$ cat src/rtl/acc_recv_if.sv
// Router-egress, Avalon-MM write and custom-instruction signals of the receive stage.
// slave is the acc_recv side; master is the environment (router, memory, CPU).
interface acc_recv_if #(
  parameter int unsigned ADDR_W = 20
) ();
  logic [127:0]      packet_in;
  logic              packet_in_valid;
  logic              packet_in_ready;
  logic [ADDR_W-1:0] mem_addr;
  logic [31:0]       mem_wdata;
  logic              write;
  logic              waitrequest;
  logic              clk_en;
  logic              start;
  logic [2:0]        in_opcode;
  logic [31:0]       result;
  logic              done;

  modport slave (
    input  packet_in, packet_in_valid, waitrequest, clk_en, start, in_opcode,
    output packet_in_ready, mem_addr, mem_wdata, write, result, done
  );

  modport master (
    output packet_in, packet_in_valid, waitrequest, clk_en, start, in_opcode,
    input  packet_in_ready, mem_addr, mem_wdata, write, result, done
  );
endinterface

$ cat src/rtl/acc_recv.sv
// Accelerator receive stage: eager/rendezvous completions into a CPU-read match FIFO,
// rendezvous data into memory. Optional destination filter: ACC_RECV_DST_CHECK_EN.
module acc_recv #(
  parameter int unsigned FIFO_AW = 3,
  parameter int unsigned ADDR_W  = 20,
  parameter logic [7:0]  NODE_ID = 8'd1
) (
  input logic        nios_clk,
  input logic        reset,
  acc_recv_if.slave  bus
);

  localparam int unsigned Depth = 1 << FIFO_AW;
  localparam logic [FIFO_AW:0] DepthCnt = (FIFO_AW + 1)'(Depth);

  localparam logic [4:0] KindEager = 5'b10000;
  localparam logic [4:0] KindRndv  = 5'b10001;
  localparam logic [4:0] KindData  = 5'b11000;
  localparam logic [4:0] KindLast  = 5'b11001;

  localparam logic [2:0] OpHead   = 3'b000;
  localparam logic [2:0] OpPop    = 3'b001;
  localparam logic [2:0] OpStatus = 3'b010;
  localparam logic [2:0] OpClear  = 3'b011;

`ifdef ACC_RECV_DST_CHECK_EN
  localparam bit DstCheckEn = 1'b1;
`else
  localparam bit DstCheckEn = 1'b0;
`endif

  typedef enum logic [1:0] {StIdle, StStream, StWr, StCmpl} state_e;

  state_e state_q, state_d;

  logic [31:0]       head_q, head_d;
  logic [10:0]       size_q, size_d;
  logic [10:0]       cnt_q, cnt_d;
  logic [ADDR_W-1:0] base_q, base_d;
  logic              last_q, last_d;
  logic [ADDR_W-1:0] addr_q, addr_d;
  logic [31:0]       wdata_q, wdata_d;
  logic              write_q, write_d;
  logic [15:0]       drop_cnt_q, drop_cnt_d;
  logic              err_q, err_d;
  logic [31:0]       result_q, result_d;
  logic              done_q, done_d;

  logic [63:0]        fifo_mem [Depth];
  logic [FIFO_AW-1:0] wr_ptr_q, rd_ptr_q;
  logic [FIFO_AW:0]   fifo_cnt_q;
  logic               fifo_full, fifo_empty;
  logic [63:0]        fifo_front;
  logic [3:0]         fifo_cnt4;

  logic        push, pop, drop, err_set, clear, cmd;
  logic [63:0] push_data;
  logic        ready, accept, dst_ok, at_end;

  logic [4:0]  pkt_kind;
  logic [31:0] pkt_head, pkt_payload, pkt_word;
  logic [10:0] pkt_size;

  assign pkt_kind    = bus.packet_in[127:123];
  assign pkt_head    = bus.packet_in[119:88];
  assign pkt_payload = bus.packet_in[87:56];
  assign pkt_size    = bus.packet_in[87:77];
  assign pkt_word    = bus.packet_in[76:45];

  logic unused_pkt_bits;
  assign unused_pkt_bits = ^{bus.packet_in[122:120], bus.packet_in[44:0]};

  assign fifo_full  = (fifo_cnt_q == DepthCnt);
  assign fifo_empty = (fifo_cnt_q == '0);
  assign fifo_front = fifo_mem[rd_ptr_q];
  assign fifo_cnt4  = 4'(fifo_cnt_q);

  assign dst_ok = !DstCheckEn || (pkt_head[7:0] == NODE_ID);

  // No packet is taken while reset is held, so nothing is lost across it.
  assign bus.packet_in_ready = ready & ~reset;
  assign accept              = bus.packet_in_valid & bus.packet_in_ready;

  assign at_end = (cnt_q == size_q - 11'd1);

  always_comb begin
    state_d   = state_q;
    head_d    = head_q;
    size_d    = size_q;
    cnt_d     = cnt_q;
    base_d    = base_q;
    last_d    = last_q;
    addr_d    = addr_q;
    wdata_d   = wdata_q;
    write_d   = write_q;
    ready     = 1'b0;
    push      = 1'b0;
    push_data = '0;
    drop      = 1'b0;
    err_set   = 1'b0;

    unique case (state_q)
      StIdle: begin
        ready = !fifo_full;
        if (accept) begin
          case (pkt_kind)
            KindEager: begin
              if (dst_ok) begin
                push      = 1'b1;
                push_data = {pkt_head, pkt_payload};
              end else begin
                drop = 1'b1;
              end
            end
            KindRndv: begin
              if (dst_ok) begin
                head_d  = pkt_head;
                size_d  = pkt_size;
                base_d  = pkt_word[ADDR_W-1:0];
                cnt_d   = '0;
                state_d = (pkt_size == '0) ? StCmpl : StStream;
              end else begin
                drop = 1'b1;
              end
            end
            KindData, KindLast: drop = 1'b1;
            default: ;
          endcase
        end
      end
      StStream: begin
        ready = 1'b1;
        if (accept) begin
          case (pkt_kind)
            KindData, KindLast: begin
              addr_d  = base_q + ADDR_W'(cnt_q);
              wdata_d = pkt_word;
              write_d = 1'b1;
              last_d  = (pkt_kind == KindLast);
              state_d = StWr;
            end
            KindEager, KindRndv: drop = 1'b1;
            default: ;
          endcase
        end
      end
      StWr: begin
        if (!bus.waitrequest) begin
          write_d = 1'b0;
          cnt_d   = cnt_q + 11'd1;
          // Sender's last-marker and our own word count must agree.
          err_set = (last_q != at_end);
          state_d = (last_q || at_end) ? StCmpl : StStream;
        end
      end
      StCmpl: begin
        if (!fifo_full) begin
          push      = 1'b1;
          push_data = {head_q, 21'b0, size_q};
          state_d   = StIdle;
        end
      end
      default: state_d = StIdle;
    endcase
  end

  always_comb begin
    cmd      = bus.clk_en & bus.start;
    pop      = cmd && (bus.in_opcode == OpPop) && !fifo_empty;
    clear    = cmd && (bus.in_opcode == OpClear);
    done_d   = cmd;
    result_d = '0;
    if (cmd) begin
      case (bus.in_opcode)
        OpHead:   result_d = fifo_empty ? 32'd0 : fifo_front[63:32];
        OpPop:    result_d = fifo_empty ? 32'd0 : fifo_front[31:0];
        OpStatus: result_d = {drop_cnt_q, err_q, 11'b0, fifo_cnt4};
        default:  result_d = '0;
      endcase
    end

    drop_cnt_d = drop_cnt_q;
    if (clear) begin
      drop_cnt_d = '0;
    end else if (drop && (drop_cnt_q != 16'hFFFF)) begin
      drop_cnt_d = drop_cnt_q + 16'd1;
    end
    err_d = clear ? 1'b0 : (err_q | err_set);
  end

  always_ff @(posedge nios_clk) begin
    if (reset) begin
      state_q    <= StIdle;
      head_q     <= '0;
      size_q     <= '0;
      cnt_q      <= '0;
      base_q     <= '0;
      last_q     <= 1'b0;
      addr_q     <= '0;
      wdata_q    <= '0;
      write_q    <= 1'b0;
      drop_cnt_q <= '0;
      err_q      <= 1'b0;
      result_q   <= '0;
      done_q     <= 1'b0;
      wr_ptr_q   <= '0;
      rd_ptr_q   <= '0;
      fifo_cnt_q <= '0;
    end else begin
      state_q    <= state_d;
      head_q     <= head_d;
      size_q     <= size_d;
      cnt_q      <= cnt_d;
      base_q     <= base_d;
      last_q     <= last_d;
      addr_q     <= addr_d;
      wdata_q    <= wdata_d;
      write_q    <= write_d;
      drop_cnt_q <= drop_cnt_d;
      err_q      <= err_d;
      result_q   <= result_d;
      done_q     <= done_d;
      if (push) begin
        wr_ptr_q <= wr_ptr_q + 1'b1;
      end
      if (pop) begin
        rd_ptr_q <= rd_ptr_q + 1'b1;
      end
      case ({push, pop})
        2'b10:   fifo_cnt_q <= fifo_cnt_q + 1'b1;
        2'b01:   fifo_cnt_q <= fifo_cnt_q - 1'b1;
        default: fifo_cnt_q <= fifo_cnt_q;
      endcase
    end
  end

  // Storage needs no reset: the pointers and count define what is valid.
  always_ff @(posedge nios_clk) begin
    if (!reset && push) begin
      fifo_mem[wr_ptr_q] <= push_data;
    end
  end

  assign bus.mem_addr  = addr_q;
  assign bus.mem_wdata = wdata_q;
  assign bus.write     = write_q;
  assign bus.result    = result_q;
  assign bus.done      = done_q;

endmodule

$ cat src/flat_wrapper.sv
// flat-port wrapper written by rule: the top's interface ports become plain ports
module acc_recv_flat 
#(
  parameter int unsigned FIFO_AW = 3,
  parameter int unsigned ADDR_W  = 20,
  parameter logic [7:0]  NODE_ID = 8'd1
)
  (nios_clk, reset, bus_packet_in, bus_packet_in_valid, bus_waitrequest, bus_clk_en, bus_start, bus_in_opcode, bus_packet_in_ready, bus_mem_addr, bus_mem_wdata, bus_write, bus_result, bus_done);
  acc_recv_if #(.ADDR_W(ADDR_W)) bus_i ();
  input logic nios_clk;
  input logic reset;
  input wire logic [$bits(bus_i.packet_in)-1:0] bus_packet_in;
  input wire logic [$bits(bus_i.packet_in_valid)-1:0] bus_packet_in_valid;
  input wire logic [$bits(bus_i.waitrequest)-1:0] bus_waitrequest;
  input wire logic [$bits(bus_i.clk_en)-1:0] bus_clk_en;
  input wire logic [$bits(bus_i.start)-1:0] bus_start;
  input wire logic [$bits(bus_i.in_opcode)-1:0] bus_in_opcode;
  output wire logic [$bits(bus_i.packet_in_ready)-1:0] bus_packet_in_ready;
  output wire logic [$bits(bus_i.mem_addr)-1:0] bus_mem_addr;
  output wire logic [$bits(bus_i.mem_wdata)-1:0] bus_mem_wdata;
  output wire logic [$bits(bus_i.write)-1:0] bus_write;
  output wire logic [$bits(bus_i.result)-1:0] bus_result;
  output wire logic [$bits(bus_i.done)-1:0] bus_done;
  assign bus_i.packet_in = bus_packet_in;
  assign bus_i.packet_in_valid = bus_packet_in_valid;
  assign bus_i.waitrequest = bus_waitrequest;
  assign bus_i.clk_en = bus_clk_en;
  assign bus_i.start = bus_start;
  assign bus_i.in_opcode = bus_in_opcode;
  assign bus_packet_in_ready = bus_i.packet_in_ready;
  assign bus_mem_addr = bus_i.mem_addr;
  assign bus_mem_wdata = bus_i.mem_wdata;
  assign bus_write = bus_i.write;
  assign bus_result = bus_i.result;
  assign bus_done = bus_i.done;
  acc_recv #(.FIFO_AW(FIFO_AW), .ADDR_W(ADDR_W), .NODE_ID(NODE_ID)) u_core (.nios_clk(nios_clk), .reset(reset), .bus(bus_i));
endmodule
$ cat config.mk
export PLATFORM = sky130hd
export DESIGN_NAME = acc_recv_flat
export DESIGN_NICKNAME = d
export VERILOG_FILES = /design/src/rtl/acc_recv_if.sv /design/src/rtl/acc_recv.sv /design/src/flat_wrapper.sv
export SDC_FILE = /design/constraint.sdc
export NUM_CORES = 1
export LEC_CHECK = 0
export CORE_MARGIN = 10
export CORE_UTILIZATION = 40
export DETAILED_ROUTE_END_ITERATION = 8
export MAX_ROUTING_LAYER = met4
export PLACE_DENSITY = 0.66
export SYNTH_ARGS = -nofsm -noshare
export SYNTH_HDL_FRONTEND = slang
export SYNTH_SLANG_ARGS = --single-unit
$ cat constraint.sdc
create_clock -name nios_clk -period 11.1 [get_ports nios_clk]
set_input_delay 2.22 -clock nios_clk [delete_from_list [all_inputs] [get_ports nios_clk]]
set_output_delay 2.22 -clock nios_clk [all_outputs]
set_load 0.1 [all_outputs]
==> results of run 1 <==
==> worst min-delay path, cell delays in order (launching register included) <==
cell,delay [ns]
dfxtp_1,0.30
nand2_1,0.05
a21oi_1,0.05
==> final cells by class <==
type	instances	area [um^2]
Multi-Input combinational cell	1072	8470
Fill cell	5974	36600
Inverter	20	75.1
Timing Repair Buffer	200	1940
Sequential cell	705	19200
Clock inverter	39	310
Tap cell	940	1180
Antenna cell	9	22.5
Clock buffer	99	2080
==> flip-flops by register name (all words and copies together) (netlist names), 16 cells and up, named ones only <==
| name | cells |
|---|---|
| u_core.bus.result | 32 |
| u_core.bus.mem_wdata | 32 |
| u_core.base_q | 20 |
| u_core.bus.mem_addr | 20 |
| u_core.fifo_mem | 512 |
| u_core.drop_cnt_q | 16 |
| u_core.head_q | 32 |
==> cells by family (layout without fill, tap and decap cells) <==
kind of cell,count (synthesis),count (layout)
AOI/OAI and AO/OA,322,322
xor gates and xnor gates,49,49
adders and majority gates,24,24
buffers and inverters,143,358
DFF,705,705
muxes,165,165
other,0,9
and+or+nand+nor,512,512
==> synthesized netlist by cell type, types with 9 or more instances <==
cell      instances
o21ai_0          21
clkbuf_1         91
inv_1            20
or3_1            10
xor2_1           28
mux2i_1          35
nand3_1          29
nor2_1          119
o22ai_1          15
a21oi_1         140
a22o_1           10
buf_1            10
a211oi_1          9
and2_1           37
dfxtp_1         193
ha_1             23
a22oi_1          74
buf_2            19
a221oi_1         18
nand2_1         234
and3_1           16
edfxtp_1        512
xnor2_1          21
nor3_1           13
mux4_2          128
==> power by group through the flow <==
stage | clock [mW] | sequential (mW) | combinational, mW
after global placement | 0 | 2.85 | 0.104
after global routing | 2.56 | 2.79 | 0.112
after floorplan | 0 | 2.85 | 0.0369
after detailed placement | 0 | 2.85 | 0.105
after CTS | 2.45 | 2.79 | 0.105
final | 2.40 | 2.79 | 0.106
==> final timing paths <==
path	end	cells past startpoint	slack, ns
worst min register to register	u_core.head_q[29]$_SDFFE_PP0P_	2	0.45
worst min-delay path	u_core.head_q[29]$_SDFFE_PP0P_	2	0.45
worst max register to register	u_core.fifo_mem[0][43]$_DFFE_PP_	7	7.29
worst max-delay path	bus_packet_in_ready	4	4.31
==> through the flow <==
step                hold slack [ns]  power, mW  setup slack [ns]
floorplan                     0.436       2.89             0.607
global placement              0.442       2.95              4.33
detailed placement            0.446       2.95              4.32
CTS                           0.455       5.35              4.31
global route                  0.471       5.46              4.21
finish                        0.453       5.30              4.31
==> layer usage <==
metal  track usage, %  wire (um)  part of all wire (%)  up-vias
met5                -          0                     0        -
met4             5.17       1840                   2.5        0
met3             4.55       6500                   8.9      127
met2             27.8      33800                    47      732
met1             23.3      30600                    42     8702
li1                 -          -                     -     7657
==> cell usage in the layout, fill, tap and decap left out, types with 6 or more instances in the layout <==
cell / n
a211oi_1: 9
a21oi_1: 140
a221oi_1: 18
a22o_1: 10
a22oi_1: 74
and2_1: 36
and3_1: 15
buf_4: 26
clkbuf_1: 14
clkbuf_16: 76
clkbuf_8: 9
clkdlybuf4s50_1: 174
clkinv_1: 10
clkinv_2: 17
dfxtp_1: 190
diode_2: 9
edfxtp_1: 512
ha_1: 22
inv_1: 20
mux2i_1: 35
mux4_2: 128
nand2_1: 234
nand3_1: 28
nand3b_1: 7
nand4_1: 7
nor2_1: 115
nor2b_1: 7
nor3_1: 9
nor4b_1: 6
o21ai_0: 21
o22ai_1: 15
or3_1: 10
xnor2_1: 21
xor2_1: 28
==> flow_summary.yaml, run 1 <==
status:
  outcome: "finished, final reports clean"
floorplan:
  die-area_um2: 81500
  die_h_um: 286
  initial_utilization_pct: 40.3
  coreArea_um2: 69900
  die_width_um: 286
  num_rows: 97
  pin_count: 224
timing:
  setup_viol: 0
  slew_headroom_pct: 25.9
  fmax_mhz: 147
  rsz0062_at_grt: "no"
  tightest_slew_ns: 1.11
  slew_viol_final: 0
  timing.final.crit_share_pct: 61.2
  finalCriticalPeriod_ns: 6.79
  hold_viol_final: 0
  clock_skew_ns: 0.0326
  tns_ns: 0
power:
  internal-power_mw: 4.23
  ir_drop_mv: 0.0996
  combinationalPowerShare_pct: 2.0
  clkPwrFrac_pct: 45.3
  powerDensity_nw_per_um2: 159
  leakage_nw: 9.97
  sw_frac_of_total_pct: 20.3
  p_sw_mw: 1.08
  power_frac_seq_pct: 52.7
synthesis:
  yosys.area_share.simple_pct: 8.23
  synth_area_leaders: "edfxtp_1, dfxtp_1, mux4_2"
  synth_compound_area_share_pct: 7.33
  synth_edf_count: 512
  synthFlopType: "edfxtp_1"
  synth_cell_types: 60
  ys_warn_count: 0
  yosys.area.top_type: "edfxtp_1"
  yosysSeqAreaShare_pct: 68.2
  avgSynthCellArea_um2: 14.7
  synthCells: 1920
  synth_area_um2: 28200
  synth_xor_area_share_pct: 1.52
  ys_ff_latch: 705
  muxShareOfSynthArea_pct: 11.5
  synthAdderAreaFrac_pct: 1.09
  yosys.area.top_type_share_pct: 54.5
  async_flop_share_pct: 0
  synth_nets: 2081
  synth_top_family_by_area: "multiplexers"
critical_path:
  startpoint: "reset"
  critPathMostFrequentCell: "buf_4"
  r2r_start: "u_core.state_q[1]$_SDFFE_PP0P_"
  end_kind: "primary output"
  worstPathCellList: "buf_4 -> buf_4 -> nor2_1 -> clkdlybuf4s50_1"
  path_class: "in -> out"
  crit_required_ns: 8.88
  crit_family: "buffers and inverters"
  cpPeakStageDelay_ns: 1.01
  worst-path-buf-inv: 3
  slowest_stage: "clkdlybuf4s50_1"
  arrival_ns: 4.57
  cp_max_fo: 63
  worst_setup_path_start_kind: "input port"
global_route:
  globalRouteOverflowTotal: 0
  grt_max_degree: 64
  gr-usage-all-layers_pct: 18.0
  grt_pass1_wl_um: 109000
  grt_pass1_vias: 17500
  antenna_found_initial: 11
placed_design:
  dp.cells: 2937
  gp_congestion: 0.883
  place_area_um2: 30900
  io_buffers: 175
  hpwl_um: 44900
layout:
  final_nets: 2235
  finalNonFillerCells: 3084
  syn_to_final_growth_pct: 18.1
  layout-drive-gt1-share_pct: 13.8
  fin_util_pct: 47.7
  design_area_um2: 33300
hold_path:
  hold_path_class: "reg -> reg"
  holdCritStartpoint: "u_core.head_q[29]$_SDFFE_PP0P_"
drt:
  drt_pass1_iterations: 5
  detail-route-antenna-nets: 0
  wl_um: 72700
  post_drt_wl_per_cell_um: 23.6
  drc_errors: 0
  routed_via_density: 5.58
  vias: 17200
  first_iter_violations: 1509
cts:
  cts_tree: "built"
  cts_max_path_buffers: 3
  postCtsHoldBufs: 0
  clock-sinks: 705
  cts_made_buffers: 75
  post_cts_resized: 0
  insertion_delay_ns: 0.62
  cts.clk_slew.worst_paths_ns: 0.05
  postCtsSetupRepairBufs: 0
  htreeDepth: 3
  clk_root_buffer_cell: "clkbuf_16"
run:
  maxCapViolations: 0
Note: power is estimated with default switching activity, not from simulation.
==> run 2, diff against run 1 <==
- PLACE_DENSITY: 0.66 -> 0.63
- clock period: 11.1 -> 6.3 ns (I/O delays scaled with it)
==> flow_summary.yaml, run 2 (same netlist as run 1, synthesis figures left out) <==
status:
  outcome: "finished, final reports clean"
placed_design:
  gp_congestion: 0.918
  io_buffers: 175
  place_area_um2: 31000
  dp_slack_ns: 1.67
  hpwl_um: 45700
floorplan:
  coreArea_um2: 69900
  num_rows: 97
  pin_count: 224
  die_h_um: 286
  die_width_um: 286
  initial_utilization_pct: 40.3
  die-area_um2: 81500
power:
  leakage_nw: 9.98
  p_sw_mw: 1.86
  combinationalPowerShare_pct: 2.0
  ir_drop_mv: 0.183
  powerDensity_nw_per_um2: 277
  clkPwrFrac_pct: 44.7
  internal-power_mw: 7.36
  p_total_mw: 9.23
  power_frac_seq_pct: 53.3
  sw_frac_of_total_pct: 20.2
layout:
  largest-register: "u_core.fifo_mem"
  largest_register_ffs: 512
  layout-drive-gt1-share_pct: 13.6
  final_common_cell: "edfxtp_1"
  syn_to_final_growth_pct: 18.2
  design_area_um2: 33300
  nFillCells: 6040
  final_cell_mix: "edfxtp_1, nand2_1, dfxtp_1, clkdlybuf4s50_1, a21oi_1"
  final_nets: 2246
cts:
  postCtsHoldBufs: 0
  postCtsSetupRepairBufs: 0
  htreeDepth: 3
  cts.clk_slew.worst_paths_ns: 0.06
  clk_root_buffer_cell: "clkbuf_16"
  clock-sinks: 705
  cts_made_buffers: 74
  insertion_delay_ns: 0.61
  cts_tree: "built"
  post_cts_resized: 0
  cts_max_path_buffers: 3
global_route:
  grt_max_degree: 73
  antenna_found_initial: 6
  grt_pass1_wl_um: 108000
  globalRouteOverflowTotal: 0
  gr-usage-all-layers_pct: 17.7
  grt_pass1_vias: 17400
timing:
  slew_headroom_pct: 24.9
  fin_ws_ns: 1.74
  hold_viol_final: 0
  rsz0062_at_grt: "no"
  tightest_slew_ns: 1.12
  timing.hold.ws_ns: 0.452
  slew_viol_final: 0
  tns_ns: 0
  fmax_mhz: 219
  finalCriticalPeriod_ns: 4.56
  clock_skew_ns: 0.0170
  setup_viol: 0
  timing.final.crit_share_pct: 72.3
drt:
  detail-route-antenna-nets: 0
  drc_errors: 0
  wl_um: 71400
  vias: 16900
  first_iter_violations: 1530
  routed_via_density: 5.48
  post_drt_wl_per_cell_um: 23.1
  drt_pass1_iterations: 5
critical_path:
  crit_required_ns: 5.04
  r2r_end: "u_core.fifo_cnt4[2]$_SDFFE_PP0P_"
  arrival_ns: 3.30
  r2r_cells: 9
  worst_setup_path_start_kind: "flip-flop"
  cp_max_fo: 9
  end_kind: "primary output"
  path_class: "reg -> out"
  r2r_setup_slack_ns: 2.82
  r2r_start: "u_core.fifo_cnt4[1]$_SDFFE_PP0P_"
hold_path:
  hold_path_class: "reg -> reg"
  min_to: "u_core.head_q[31]$_SDFFE_PP0P_"
  hold_depth: 2
  holdCritStartpoint: "u_core.head_q[31]$_SDFFE_PP0P_"
run:
  maxCapViolations: 0
## run 2: cell count changes in the layout (fill, tap and decap cells not counted), sizes merged
cell | previous run | this run
bufinv | 3 | 2
clkbuf | 99 | 109
inv | 23 | 24
buf | 26 | 38
clkinv | 30 | 19
diode | 9 | 5
clkinvlp | 3 | 1
## run 2: worst max-delay path: stages (launching register included)
cell and delay (ns):
dfxtp_1 0.40, or4b_1 0.74, a21oi_1 0.44, nor2_1 0.09, clkdlybuf4s50_1 1.01
## run 2: cell type report
class                      count  area, um^2  share of cell area (%)
antenna                        5        12.5                  0.0375
clock buffer                 109        2070                    6.21
clock inverter                26         218                   0.653
inverter                      20        75.1                   0.225
multi-input combinational   1072        8480                    25.4
sequential                   705       19200                    57.7
tap                          940        1180                    3.53
timing repair buffer         212        2060                    6.19
## run 2: power by group through the flow
stage / logic, mW / clock network (mW) / registers (mW)
2_1_floorplan: 0.0652 / 0 / 5.02
3_3_place_gp: 0.182 / 0 / 5.02
3_5_place_dp: 0.184 / 0 / 5.02
4_1_cts: 0.185 / 4.21 / 4.92
5_1_grt: 0.196 / 4.38 / 4.92
6_report: 0.185 / 4.12 / 4.92
## run 2: worst max-delay path by stage
| stage | depth (start not counted) | slack, ns | from | end |
|---|---|---|---|---|
| 5_1_grt | 4 | 1.62 | u_core.fifo_cnt4[1]$_SDFFE_PP0P_ | bus_packet_in_ready |
| 3_5_place_dp | 7 | 1.67 | bus_packet_in[127] | u_core.fifo_mem[6][38]$_DFFE_PP_ |
| 4_1_cts | 4 | 1.73 | u_core.fifo_cnt4[1]$_SDFFE_PP0P_ | bus_packet_in_ready |
| 6_report | 4 | 1.74 | u_core.fifo_cnt4[1]$_SDFFE_PP0P_ | bus_packet_in_ready |
| 3_3_place_gp | 7 | 1.70 | bus_packet_in[127] | u_core.fifo_mem[6][38]$_DFFE_PP_ |
| 2_1_floorplan | 7 | -0.94 | reset | u_core.fifo_mem[1][0]$_DFFE_PP_ |
## run 2: layer usage
metal	up-vias	part of all wire, %	global-route usage (%)	wire length [um]
met5	-	0	-	0
li1	7675	-	-	-
met3	94	6.9	4.07	4960
met1	8574	45	23.6	31800
met2	578	47	27.4	33400
met4	0	1.7	4.08	1240
## run 2: per-stage QoR
step	instances	util, %
floorplan	1920	-
global placement	2949	44.4
detailed placement	2949	44.4
CTS	3084	47.7
global route	3089	47.7
finish	3089	47.7
